File: src/rtl/snake_pkg.sv
// Shared key/cell codes, FSM state type and helpers for the snake game datapath.
package snake_pkg;

    localparam int unsigned COORD_W = 8;

    localparam logic [1:0] KEY_W = 2'b00;
    localparam logic [1:0] KEY_A = 2'b01;
    localparam logic [1:0] KEY_S = 2'b11;
    localparam logic [1:0] KEY_D = 2'b10;

    localparam logic [1:0] CELL_EMPTY = 2'b00;
    localparam logic [1:0] CELL_BODY  = 2'b01;
    localparam logic [1:0] CELL_FOOD  = 2'b10;

    typedef enum logic [2:0] {
        IDLE,
        CHECK,
        EVAL,
        FOOD,
        DEAD
    } state_t;

    // Opposite directions are bitwise complements: 00<->11, 01<->10.
    function automatic logic [1:0] reverse(input logic [1:0] key);
        return ~key;
    endfunction

endpackage

File: src/rtl/snake_food_gen.sv
// Food placement scan index. With SNAKE_FOOD_LFSR_EN defined the scan starts at a
// free-running 16-bit LFSR value mod NCELLS; otherwise it always starts at cell 0.
module snake_food_gen
#(
    parameter int unsigned NCELLS = 100,
    parameter int unsigned IW     = 7
)(
    input  logic          clk,
    input  logic          rst,
    input  logic          i_start,
    input  logic          i_scan,
    input  logic          i_found,
    output logic [IW-1:0] o_index
);

    logic [IW-1:0] r_index;
    logic [IW-1:0] w_start_idx;

`ifdef SNAKE_FOOD_LFSR_EN
    logic [15:0] r_lfsr;

    // Fibonacci form, taps 16,15,13,4.
    always_ff @(posedge clk) begin
        if (rst)
            r_lfsr <= 16'hACE1;
        else
            r_lfsr <= {r_lfsr[14:0], r_lfsr[15] ^ r_lfsr[14] ^ r_lfsr[12] ^ r_lfsr[3]};
    end

    assign w_start_idx = IW'(r_lfsr % 16'(NCELLS));
`else
    assign w_start_idx = '0;
`endif

    always_ff @(posedge clk) begin
        if (rst)
            r_index <= '0;
        else if (i_start)
            r_index <= w_start_idx;
        else if (i_scan && !i_found)
            r_index <= (r_index == IW'(NCELLS - 1)) ? '0 : r_index + IW'(1);
    end

    assign o_index = r_index;

endmodule

File: src/rtl/snake_body_update.sv
// Snake state owner: segment list, length and field map, advanced once per game tick.
// Food placement start is randomised when SNAKE_FOOD_LFSR_EN is defined.
module snake_body_update
    import snake_pkg::*;
#(
    parameter int unsigned SIZE_X = 10,
    parameter int unsigned SIZE_Y = 10,
    parameter int unsigned INIT_X = SIZE_X / 2,
    parameter int unsigned INIT_Y = SIZE_Y / 2
)(
    input  logic                                 clk,
    input  logic                                 rst,
    input  logic                                 step,
    input  logic [1:0]                           key,
    input  logic                                 dead,
    input  logic                                 grow,
    output logic                                 check,
    output logic [1:0]                           dir,
    output logic [16*SIZE_X*SIZE_Y-1:0]          snake_xy,
    output logic [2*SIZE_X*SIZE_Y-1:0]           field,
    output logic [$clog2(SIZE_X*SIZE_Y+1)-1:0]   length,
    output logic                                 busy,
    output logic                                 game_over
);

    localparam int unsigned NCELLS = SIZE_X * SIZE_Y;
    localparam int unsigned LW     = $clog2(NCELLS + 1);
    localparam int unsigned CW     = (NCELLS > 1) ? $clog2(NCELLS) : 1;
    localparam int unsigned HEAD0  = INIT_Y * SIZE_X + INIT_X;
    localparam int unsigned FOOD0  = (HEAD0 == 0) ? 1 : 0;

    state_t                  r_state;
    logic [1:0]              r_dir;
    logic                    r_check;
    logic                    r_busy;
    logic                    r_go;
    logic [LW-1:0]           r_len;
    logic [NCELLS-1:0][15:0] r_xy;
    logic [NCELLS-1:0][1:0]  r_field;

    logic [COORD_W-1:0]      w_nx;
    logic [COORD_W-1:0]      w_ny;
    logic                    w_head_in;
    logic [CW-1:0]           w_head_cell;
    logic [CW-1:0]           w_tail_idx;
    logic [CW-1:0]           w_tail_cell;
    logic [15:0]             w_tail_xy;
    logic [CW-1:0]           w_idx;
    logic                    w_start;
    logic                    w_scan;
    logic                    w_found;

    always_comb begin
        w_nx = r_xy[0][7:0];
        w_ny = r_xy[0][15:8];
        case (r_dir)
            KEY_W:   w_ny = r_xy[0][15:8] - 8'd1;
            KEY_A:   w_nx = r_xy[0][7:0]  - 8'd1;
            KEY_S:   w_ny = r_xy[0][15:8] + 8'd1;
            default: w_nx = r_xy[0][7:0]  + 8'd1;
        endcase
    end

    assign w_head_in   = (32'(w_nx) < SIZE_X) && (32'(w_ny) < SIZE_Y);
    assign w_head_cell = CW'(32'(w_ny) * SIZE_X + 32'(w_nx));
    assign w_tail_idx  = CW'(r_len - LW'(1));
    assign w_tail_xy   = r_xy[w_tail_idx];
    assign w_tail_cell = CW'(32'(w_tail_xy[15:8]) * SIZE_X + 32'(w_tail_xy[7:0]));

    assign w_start = (r_state == EVAL) && !dead && grow;
    assign w_scan  = (r_state == FOOD);
    assign w_found = (r_field[w_idx] == CELL_EMPTY);

    snake_food_gen #(
        .NCELLS (NCELLS),
        .IW     (CW)
    ) u_food_gen (
        .clk     (clk),
        .rst     (rst),
        .i_start (w_start),
        .i_scan  (w_scan),
        .i_found (w_found),
        .o_index (w_idx)
    );

    always_ff @(posedge clk) begin
        if (rst) begin
            r_state          <= IDLE;
            r_dir            <= KEY_D;
            r_check          <= 1'b0;
            r_busy           <= 1'b0;
            r_go             <= 1'b0;
            r_len            <= LW'(1);
            r_xy             <= '0;
            r_xy[0]          <= {8'(INIT_Y), 8'(INIT_X)};
            r_field          <= '0;
            r_field[HEAD0]   <= CELL_BODY;
            r_field[FOOD0]   <= CELL_FOOD;
        end else begin
            r_check <= 1'b0;
            case (r_state)
                IDLE: begin
                    if (step) begin
                        r_dir   <= (key == reverse(r_dir)) ? r_dir : key;
                        r_check <= 1'b1;
                        r_busy  <= 1'b1;
                        r_state <= CHECK;
                    end
                end
                CHECK: r_state <= EVAL;
                EVAL: begin
                    if (dead) begin
                        r_go    <= 1'b1;
                        r_busy  <= 1'b0;
                        r_state <= DEAD;
                    end else begin
                        r_xy <= {r_xy[NCELLS-2:0], w_ny, w_nx};
                        if (grow) begin
                            r_len   <= r_len + LW'(1);
                            r_state <= FOOD;
                        end else begin
                            r_field[w_tail_cell] <= CELL_EMPTY;
                            r_busy               <= 1'b0;
                            r_state              <= IDLE;
                        end
                        // Head write follows the tail clear so it wins when they share a cell.
                        if (w_head_in)
                            r_field[w_head_cell] <= CELL_BODY;
                    end
                end
                FOOD: begin
                    if (r_len == LW'(NCELLS)) begin
                        r_go    <= 1'b1;
                        r_busy  <= 1'b0;
                        r_state <= DEAD;
                    end else if (w_found) begin
                        r_field[w_idx] <= CELL_FOOD;
                        r_busy         <= 1'b0;
                        r_state        <= IDLE;
                    end
                end
                DEAD: r_state <= DEAD;
                default: r_state <= IDLE;
            endcase
        end
    end

    assign check     = r_check;
    assign dir       = r_dir;
    assign snake_xy  = r_xy;
    assign field     = r_field;
    assign length    = r_len;
    assign busy      = r_busy;
    assign game_over = r_go;

endmodule

File: config.mk
export PLATFORM = sky130hd
export DESIGN_NAME = snake_body_update
export DESIGN_NICKNAME = d
export VERILOG_FILES = /design/src/rtl/snake_pkg.sv /design/src/rtl/snake_food_gen.sv /design/src/rtl/snake_body_update.sv
export SDC_FILE = /design/constraint.sdc
export NUM_CORES = 2
export LEC_CHECK = 0
export BUFFER_PORTS_ARGS = -buffer_cell sky130_fd_sc_hd__buf_2
export CAP_MARGIN = 5
export CORE_AREA = 2 2 704 706
export CTS_CLUSTER_DIAMETER = 100
export DETAILED_ROUTE_END_ITERATION = 10
export DIE_AREA = 0 0 706 708
export GPL_ROUTABILITY_DRIVEN = 1
export PLACE_DENSITY = 0.44
export RECOVER_POWER = 25
export SETUP_SLACK_MARGIN = 0.05
export SYNTH_ARGS = -nofsm -noshare
export SYNTH_HDL_FRONTEND = slang
export SYNTH_HIERARCHICAL = 1
export SYNTH_SLANG_ARGS = --single-unit
File: constraint.sdc
create_clock -name clk -period 12.7 [get_ports clk]
set_input_delay 1.27 -clock clk [delete_from_list [all_inputs] [get_ports clk]]
set_output_delay 1.27 -clock clk [all_outputs]
set_load 0.02 [all_outputs]
Yosys cells after proc, flatten, opt, wreduce, memory -nomap -nowiden
Index checks and enable logic that the tools add are counted.
{"block": "totals", "register_bits": 1822, "input_bits": 7, "out_inout_bits": 1812, "word_cells": 318}
{"block": "classes", "addsub": 9, "multipliers": 2, "n_lt_le_gt_ge": 9, "n_eq_ne": 17, "n_mux": 38, "n_bitwise": 12, "reduce_logical": 24}
{"cell": "$mux 200", "count": 8}
{"cell": "$pmux 200 s2", "count": 1}
{"cell": "$and 100x100->100", "count": 2}
{"cell": "$and 200x200->200", "count": 1}
{"cell": "$not 100->100", "count": 2}
{"cell": "$not 200->200", "count": 1}
{"cell": "$or 100x100->100", "count": 2}
{"cell": "$bmux 16 s7", "count": 1}
{"cell": "$demux 2 s7", "count": 3}
{"cell": "$lt 7x8->1 const B", "count": 4}
{"cell": "$pmux 8 s2", "count": 2}
{"cell": "$ge 7x1->1 const B", "count": 3}
{"cell": "$add 8x1->8 const B", "count": 2}
{"cell": "$lt 8x4->1 const B", "count": 2}
{"cell": "$mul 8x3->6 const B", "count": 2}
{"cell": "$mux 16", "count": 1}
{"cell": "$sub 8x1->8 const B", "count": 2}
{"cell": "$pmux 3 s5", "count": 1}
{"cell": "$add 7x1->7 const B", "count": 2}
{"cell": "$add 7x7->7", "count": 2}
{"cell": "$bmux 2 s7", "count": 1}
{"cell": "$eq 7x7->1 const B", "count": 2}
{"cell": "$mux 3", "count": 4}
{"cell": "$ne 2x2->1 const B", "count": 6}
{"cell": "25 further kinds", "count": 54}

Logic depth before layout (Yosys ltp)
{"block": "logic_depth", "ltp_word": 19, "mapped_depth": 37, "mapped_depth_nobuf": 22}

Cells and area by module
Netlist, hierarchy kept.
{"module": "snake_body_update", "instances": 1, "cells_per_inst": 9763, "area_each_um2": 80489.7, "seq_area_each_um2": 36334.8}
{"module": "snake_food_gen", "instances": 1, "cells_per_inst": 39, "area_each_um2": 361.6, "seq_area_each_um2": 140.1}

Worst setup path after synthesis
No wires, ideal clock.
{"block": "synth_timing", "kind": "register -> register", "startpoint": "register r_len[0] (netlist: length[0])", "endpoint": "register r_field, in the netlist field[174]", "arrival_time_ps": 7867, "slack_ps": 4700, "path_stages_with_launch": 37, "n_path_buf": 16, "period_less_slack_ps": 8000, "cell_sequence": "dfxtp_1 buf_6 buf_12 buf_12 buf_6 buf_6 buf_4 inv_1 ha_1 buf_2 buf_4 buf_4 buf_2 buf_2 buf_2 buf_1 clkbuf_1 mux4_2 mux4_2 mux2i_1 o221ai_1 o21a_1 ha_1 ha_1 inv_1 fa_1 inv_1 ha_1 a21oi_1 xnor2_1 a41oi_1 o22ai_4 and2_4 buf_6 buf_6 o311ai_1 a31oi_1"}
{"block": "synth_via", "elab_chain_len": 19, "elab_cells_between_ends": 23, "classes_between": "add/sub: 2; mul: 1; order compare: 2; eq/ne: 2; mux: 11; bitwise: 3; reduce/logical: 2"}
{"element": "start: declaration", "line": "snake_body_update.sv:37", "source": "logic [LW-1:0] r_len;"}
{"element": "start signal: assignment", "line": "snake_body_update.sv:119", "source": "r_len <= r_len + LW'(1);"}
{"element": "$sub 7x1->7 *", "line": "snake_body_update.sv:66", "source": "assign w_tail_idx = CW'(r_len - LW'(1));"}
{"element": "named net w_tail_idx[0]", "line": "snake_body_update.sv:45", "source": "logic [CW-1:0] w_tail_idx;"}
{"element": "$bmux 16 s7 *", "line": "snake_body_update.sv:67", "source": "assign w_tail_xy = r_xy[w_tail_idx];"}
{"element": "$mux 16 (implied by the code) *", "line": "snake_body_update.sv:67"}
{"element": "$mul 8x3->6", "line": "snake_body_update.sv:68", "source": "assign w_tail_cell = CW'(32'(w_tail_xy[15:8]) * SIZE_X + 32'(w_tail_xy[7:0]));"}
{"element": "$add 7x7->7 *", "line": "snake_body_update.sv:68"}
{"element": "$lt 7x8->1 (implied by the code) / $ge 7x1->1 (equally long branches)", "line": "snake_body_update.sv:122", "source": "r_field[w_tail_cell] <= CELL_EMPTY;"}
{"element": "$logic_and 1x1->1 (implied by the code)", "line": "snake_body_update.sv:122"}
{"element": "[4 not listed]"}
{"element": "$mux 200 *", "line": "snake_body_update.sv:118", "source": "if (grow) begin"}
{"element": "$mux 200 *", "line": "snake_body_update.sv:112", "source": "if (dead) begin"}
{"element": "$mux 200 *", "line": "snake_body_update.sv:101", "source": "case (r_state)"}
{"element": "$mux 200 *", "line": "snake_body_update.sv:87", "source": "if (rst) begin"}
{"element": "$or 100x100->100 (no source line)"}
{"element": "$mux 200 *", "line": "snake_body_update.sv:127", "source": "if (w_head_in)"}
{"element": "$mux 200 *", "line": "snake_body_update.sv:112"}
{"element": "$pmux 200 s2 *", "line": "snake_body_update.sv:101"}
{"element": "end signal: indexed assignment", "line": "snake_body_update.sv:98", "source": "r_field[FOOD0] <= CELL_FOOD;"}
{"element": "end signal: indexed assignment", "line": "snake_body_update.sv:122"}
{"element": "end signal: indexed assignment", "line": "snake_body_update.sv:128", "source": "r_field[w_head_cell] <= CELL_BODY;"}
{"element": "end: declaration", "line": "snake_body_update.sv:39", "source": "logic [NCELLS-1:0][1:0] r_field;"}
Mark *: on every way through the listed nets, which the timed path passes. The rest lies on a longest branch. The select of a mux whose other input is x is not followed.
A chain may end at the register's enable or synchronous reset.

Final worst setup path
{"block": "layout_timing", "startpoint": "input rst", "endpoint": "register r_xy, in the netlist snake_xy[26]"}
{"element": "start: declaration", "line": "snake_body_update.sv:12", "source": "input logic rst,"}
{"element": "end signal: assignment", "line": "snake_body_update.sv:117", "source": "r_xy <= {r_xy[NCELLS-2:0], w_ny, w_nx};"}
{"element": "end: declaration", "line": "snake_body_update.sv:38", "source": "logic [NCELLS-1:0][15:0] r_xy;"}
No word-level cell between the ends.

==> impl_metrics.xml <==
<?xml version="1.0" encoding="UTF-8"?>
<metrics>
  <group name="clocking">
    <metric name="tritoncts" unit="">yes</metric>
    <metric name="post_cts_hold_buffer_count" unit="">0</metric>
    <metric name="worstSkewPairLatency" unit="ns">0.99</metric>
    <metric name="cts_buffer_depth" unit="">4</metric>
    <metric name="number_of_gates_given_a_new_drive_strength_after_cts" unit="">0</metric>
    <metric name="cts-buffers-inserted" unit="">236</metric>
    <metric name="cts_setup_buffers" unit="">0</metric>
    <metric name="clkTransAtPathRegs" unit="ns">0.06</metric>
    <metric name="cts_num_sinks" unit="">1822</metric>
    <metric name="ctsRootBufferMaster" unit="">clkbuf_16</metric>
    <metric name="cts_htree_levels" unit="">4</metric>
  </group>
  <group name="layout">
    <metric name="mostFrequentLayoutCells" unit="">3,421 x nand2_1, 1,843 x a21oi_1, 1,816 x dfxtp_1</metric>
    <metric name="post_route_cells_drive_above_1_share" unit="">0.185</metric>
    <metric name="area_growth_syn_to_layout" unit="%">28.5</metric>
    <metric name="total_nets_final" unit="">11300</metric>
    <metric name="fillCellCount" unit="">55100</metric>
    <metric name="final_core_utilization" unit="">0.211</metric>
    <metric name="layout.cells.most_common" unit="">nand2_1</metric>
  </group>
  <group name="global_route">
    <metric name="globalRoute.totalOverflow" unit="">0</metric>
    <metric name="grt_max_degree" unit="">209</metric>
    <metric name="antenna_found_initial" unit="">46</metric>
    <metric name="grt_pass1_wl" unit="mm">759</metric>
    <metric name="grt_pass1_vias" unit="">76000</metric>
    <metric name="grt_use_total" unit="">0.222</metric>
  </group>
  <group name="synth">
    <metric name="postSynth.asyncResetShare" unit="">0</metric>
    <metric name="synthesis.nets" unit="">9851</metric>
    <metric name="ys.flop_type" unit="">dfxtp_1</metric>
    <metric name="netlist_instances" unit="">9802</metric>
    <metric name="top_area_cells_in_the_synthesized_netlist" unit="">dfxtp_1 45%, nand2_1 16%, a21oi_1 11%</metric>
    <metric name="synth.largest_area_cell" unit="">dfxtp_1</metric>
    <metric name="synth_largest_type_area_fraction" unit="">0.451</metric>
    <metric name="synth_warnings" unit="">6</metric>
    <metric name="synth-seq-cells" unit="">1822</metric>
    <metric name="seq_total_area_yosys" unit="">0.451</metric>
    <metric name="syn_avg_cell_area" unit="um^2">8.25</metric>
    <metric name="synth-edff-count" unit="">0</metric>
    <metric name="ys_types" unit="">107</metric>
    <metric name="syn_area" unit="um^2">80900</metric>
  </group>
  <group name="place">
    <metric name="place.port_buffers" unit="">1818</metric>
    <metric name="gp_congestion" unit="">0.922</metric>
    <metric name="place_hpwl" unit="mm">457</metric>
    <metric name="pre_cts_slack" unit="ns">3.59</metric>
  </group>
  <group name="pwr">
    <metric name="power.ir.vdd_worst" unit="mV">0.134</metric>
    <metric name="power.density" unit="nW/um^2">139</metric>
    <metric name="power_leakage" unit="nW">35.8</metric>
    <metric name="power" unit="mW">14.4</metric>
  </group>
  <group name="sta">
    <metric name="final.setup.tns" unit="ns">0</metric>
    <metric name="period_needed" unit="ns">10.52</metric>
    <metric name="rsz_0062_raised_after_global_routing" unit="">false</metric>
    <metric name="timing.max_slew.rel_slack" unit="">-4.77</metric>
    <metric name="maxSlewViolCount" unit="">580</metric>
    <metric name="clock-skew-final" unit="ns">0.115</metric>
    <metric name="tightestPinTransition" unit="ns">8.66</metric>
    <metric name="period_share" unit="">0.828</metric>
    <metric name="fin_ws" unit="ns">2.18</metric>
    <metric name="clock.fmax" unit="MHz">95.1</metric>
    <metric name="setup_viol_count_final" unit="">0</metric>
    <metric name="hold-worst-slack" unit="ns">0.380</metric>
    <metric name="final-hold-violation-count" unit="">0</metric>
  </group>
  <group name="route">
    <metric name="postRouteAntennaNets" unit="">0</metric>
    <metric name="avgRoutedWirePerCell" unit="um">32.6</metric>
    <metric name="drt_wl_total" unit="mm">586</metric>
    <metric name="drc_errors" unit="">0</metric>
    <metric name="routed-via-count" unit="">84000</metric>
    <metric name="drt_pre_antenna_iters" unit="">7</metric>
    <metric name="drc_violation_total_after_the_first_tritonroute_iteration" unit="">9886</metric>
    <metric name="detail_route.vias_per_cell" unit="">4.67</metric>
  </group>
  <group name="hold_path">
    <metric name="worst_hold_check_path_type" unit="">reg -&gt; reg</metric>
  </group>
  <group name="floorplan">
    <metric name="fp.dieArea" unit="um^2">500000</metric>
    <metric name="fp.coreArea" unit="um^2">492000</metric>
    <metric name="floorplan.initialDensity" unit="">0.164</metric>
    <metric name="rows" unit="">258</metric>
    <metric name="die_width" unit="um">706</metric>
    <metric name="io-pin-count" unit="">1819</metric>
    <metric name="die-height" unit="um">708</metric>
  </group>
  <group name="status">
    <metric name="status" unit="">finished, violations left</metric>
    <metric name="failed_checks" unit="">max-capacitance violations, max-slew violations</metric>
  </group>
  <group name="run">
    <metric name="drv_cap" unit="">9</metric>
  </group>
  <group name="worst_setup_path">
    <metric name="worstPathRequired" unit="ns">13.44</metric>
    <metric name="critPathArrivalTime" unit="ns">11.26</metric>
    <metric name="highest_net_fanout_along_the_worst_path" unit="">146</metric>
    <metric name="timing.critical_path.to_type" unit="">flop</metric>
    <metric name="setup.worst_path.start_class" unit="">input port</metric>
    <metric name="setup.worst_path.class" unit="">in -&gt; reg</metric>
  </group>
</metrics>
-- cell usage after synthesis (32+ instances only) --
cell type and count:
nand3_1 82, buf_1 44, nor3_1 93, mux2i_1 32, mux4_2 380, ha_1 36
inv_1 50, a21oi_1 1845, nor2_1 223, nand2_1 3422, clkbuf_1 696, a211oi_1 55
o21ai_0 184, o311ai_0 37, dfxtp_1 1822, nor2b_1 32, o211ai_1 42, and3_1 34
buf_2 48, a31oi_1 40
-- flip-flops by register name, indices dropped and copies added (netlist names) --
signal	cells
busy	1
check	1
dir	2
field	200
game_over	1
length	7
r_state	3
snake_xy	1600
u_food_gen/o_index	7
-- worst max-delay path, stage by stage --
cell,delay [ns]
buf_12,0.41
clkbuf_1,6.03
clkbuf_2,2.20
buf_4,0.94
a21oi_1,0.07
-- final timing paths --
path	end	from	depth (start not counted)	slack (ns)
setup / recovery	snake_xy[26]	rst	5	2.18
hold / removal	snake_xy[1178]	snake_xy[1162]	2	0.38
setup reg to reg	field[170]	length[0]	22	3.50
hold reg to reg	snake_xy[1178]	snake_xy[1162]	2	0.38
-- final cells by class --
class,count,area [um^2],share of cell area
multi-input combinational,7115,41100,0.396
sequential,1822,36500,0.351
timing repair buffer,2006,9860,0.0950
tap,6500,8130,0.0783
clock buffer,352,6920,0.0666
clock inverter,81,1050,0.0101
inverter,52,196,0.00189
antenna,47,118,0.00113
-- through the flow --
stage	area [um^2]	cells
2_1_floorplan	80900	9802
3_3_place_gp	96800	17500
3_5_place_dp	96800	17500
4_1_cts	105000	17900
5_1_grt	104000	18000
6_report	104000	18000
-- cell families (layout without fill, tap and decap cells) --
group,Yosys count,after routing,synth area share
and+or+nand+nor,4057,4057,0.200
other,0,47,0
xor gates and xnor gates,39,39,0.00474
buffers and inverters,865,2491,0.0433
muxes,432,432,0.116
AOI/OAI and AO/OA,2545,2545,0.178
DFF,1822,1822,0.451
adders and majority gates,42,42,0.00706
-- power by group --
part	leakage (nW)	switching (mW)	internal [mW]	total, mW
clock	3.87	2.97	4.06	7.03
sequential	14.7	0.0671	5.75	5.82
combinational	17.3	1.23	0.310	1.54
total	35.8	4.27	10.1	14.4
-- layer usage --
layer  global-route usage  vias up  part of all wire
met4                0.105        8             0.059
met5                    0        -          0.000096
met2                0.365     4125              0.47
met1                0.261    42100              0.38
li1                     -    36900                 -
met3               0.0710      801             0.096
Note: power is estimated with default switching activity, not from simulation.
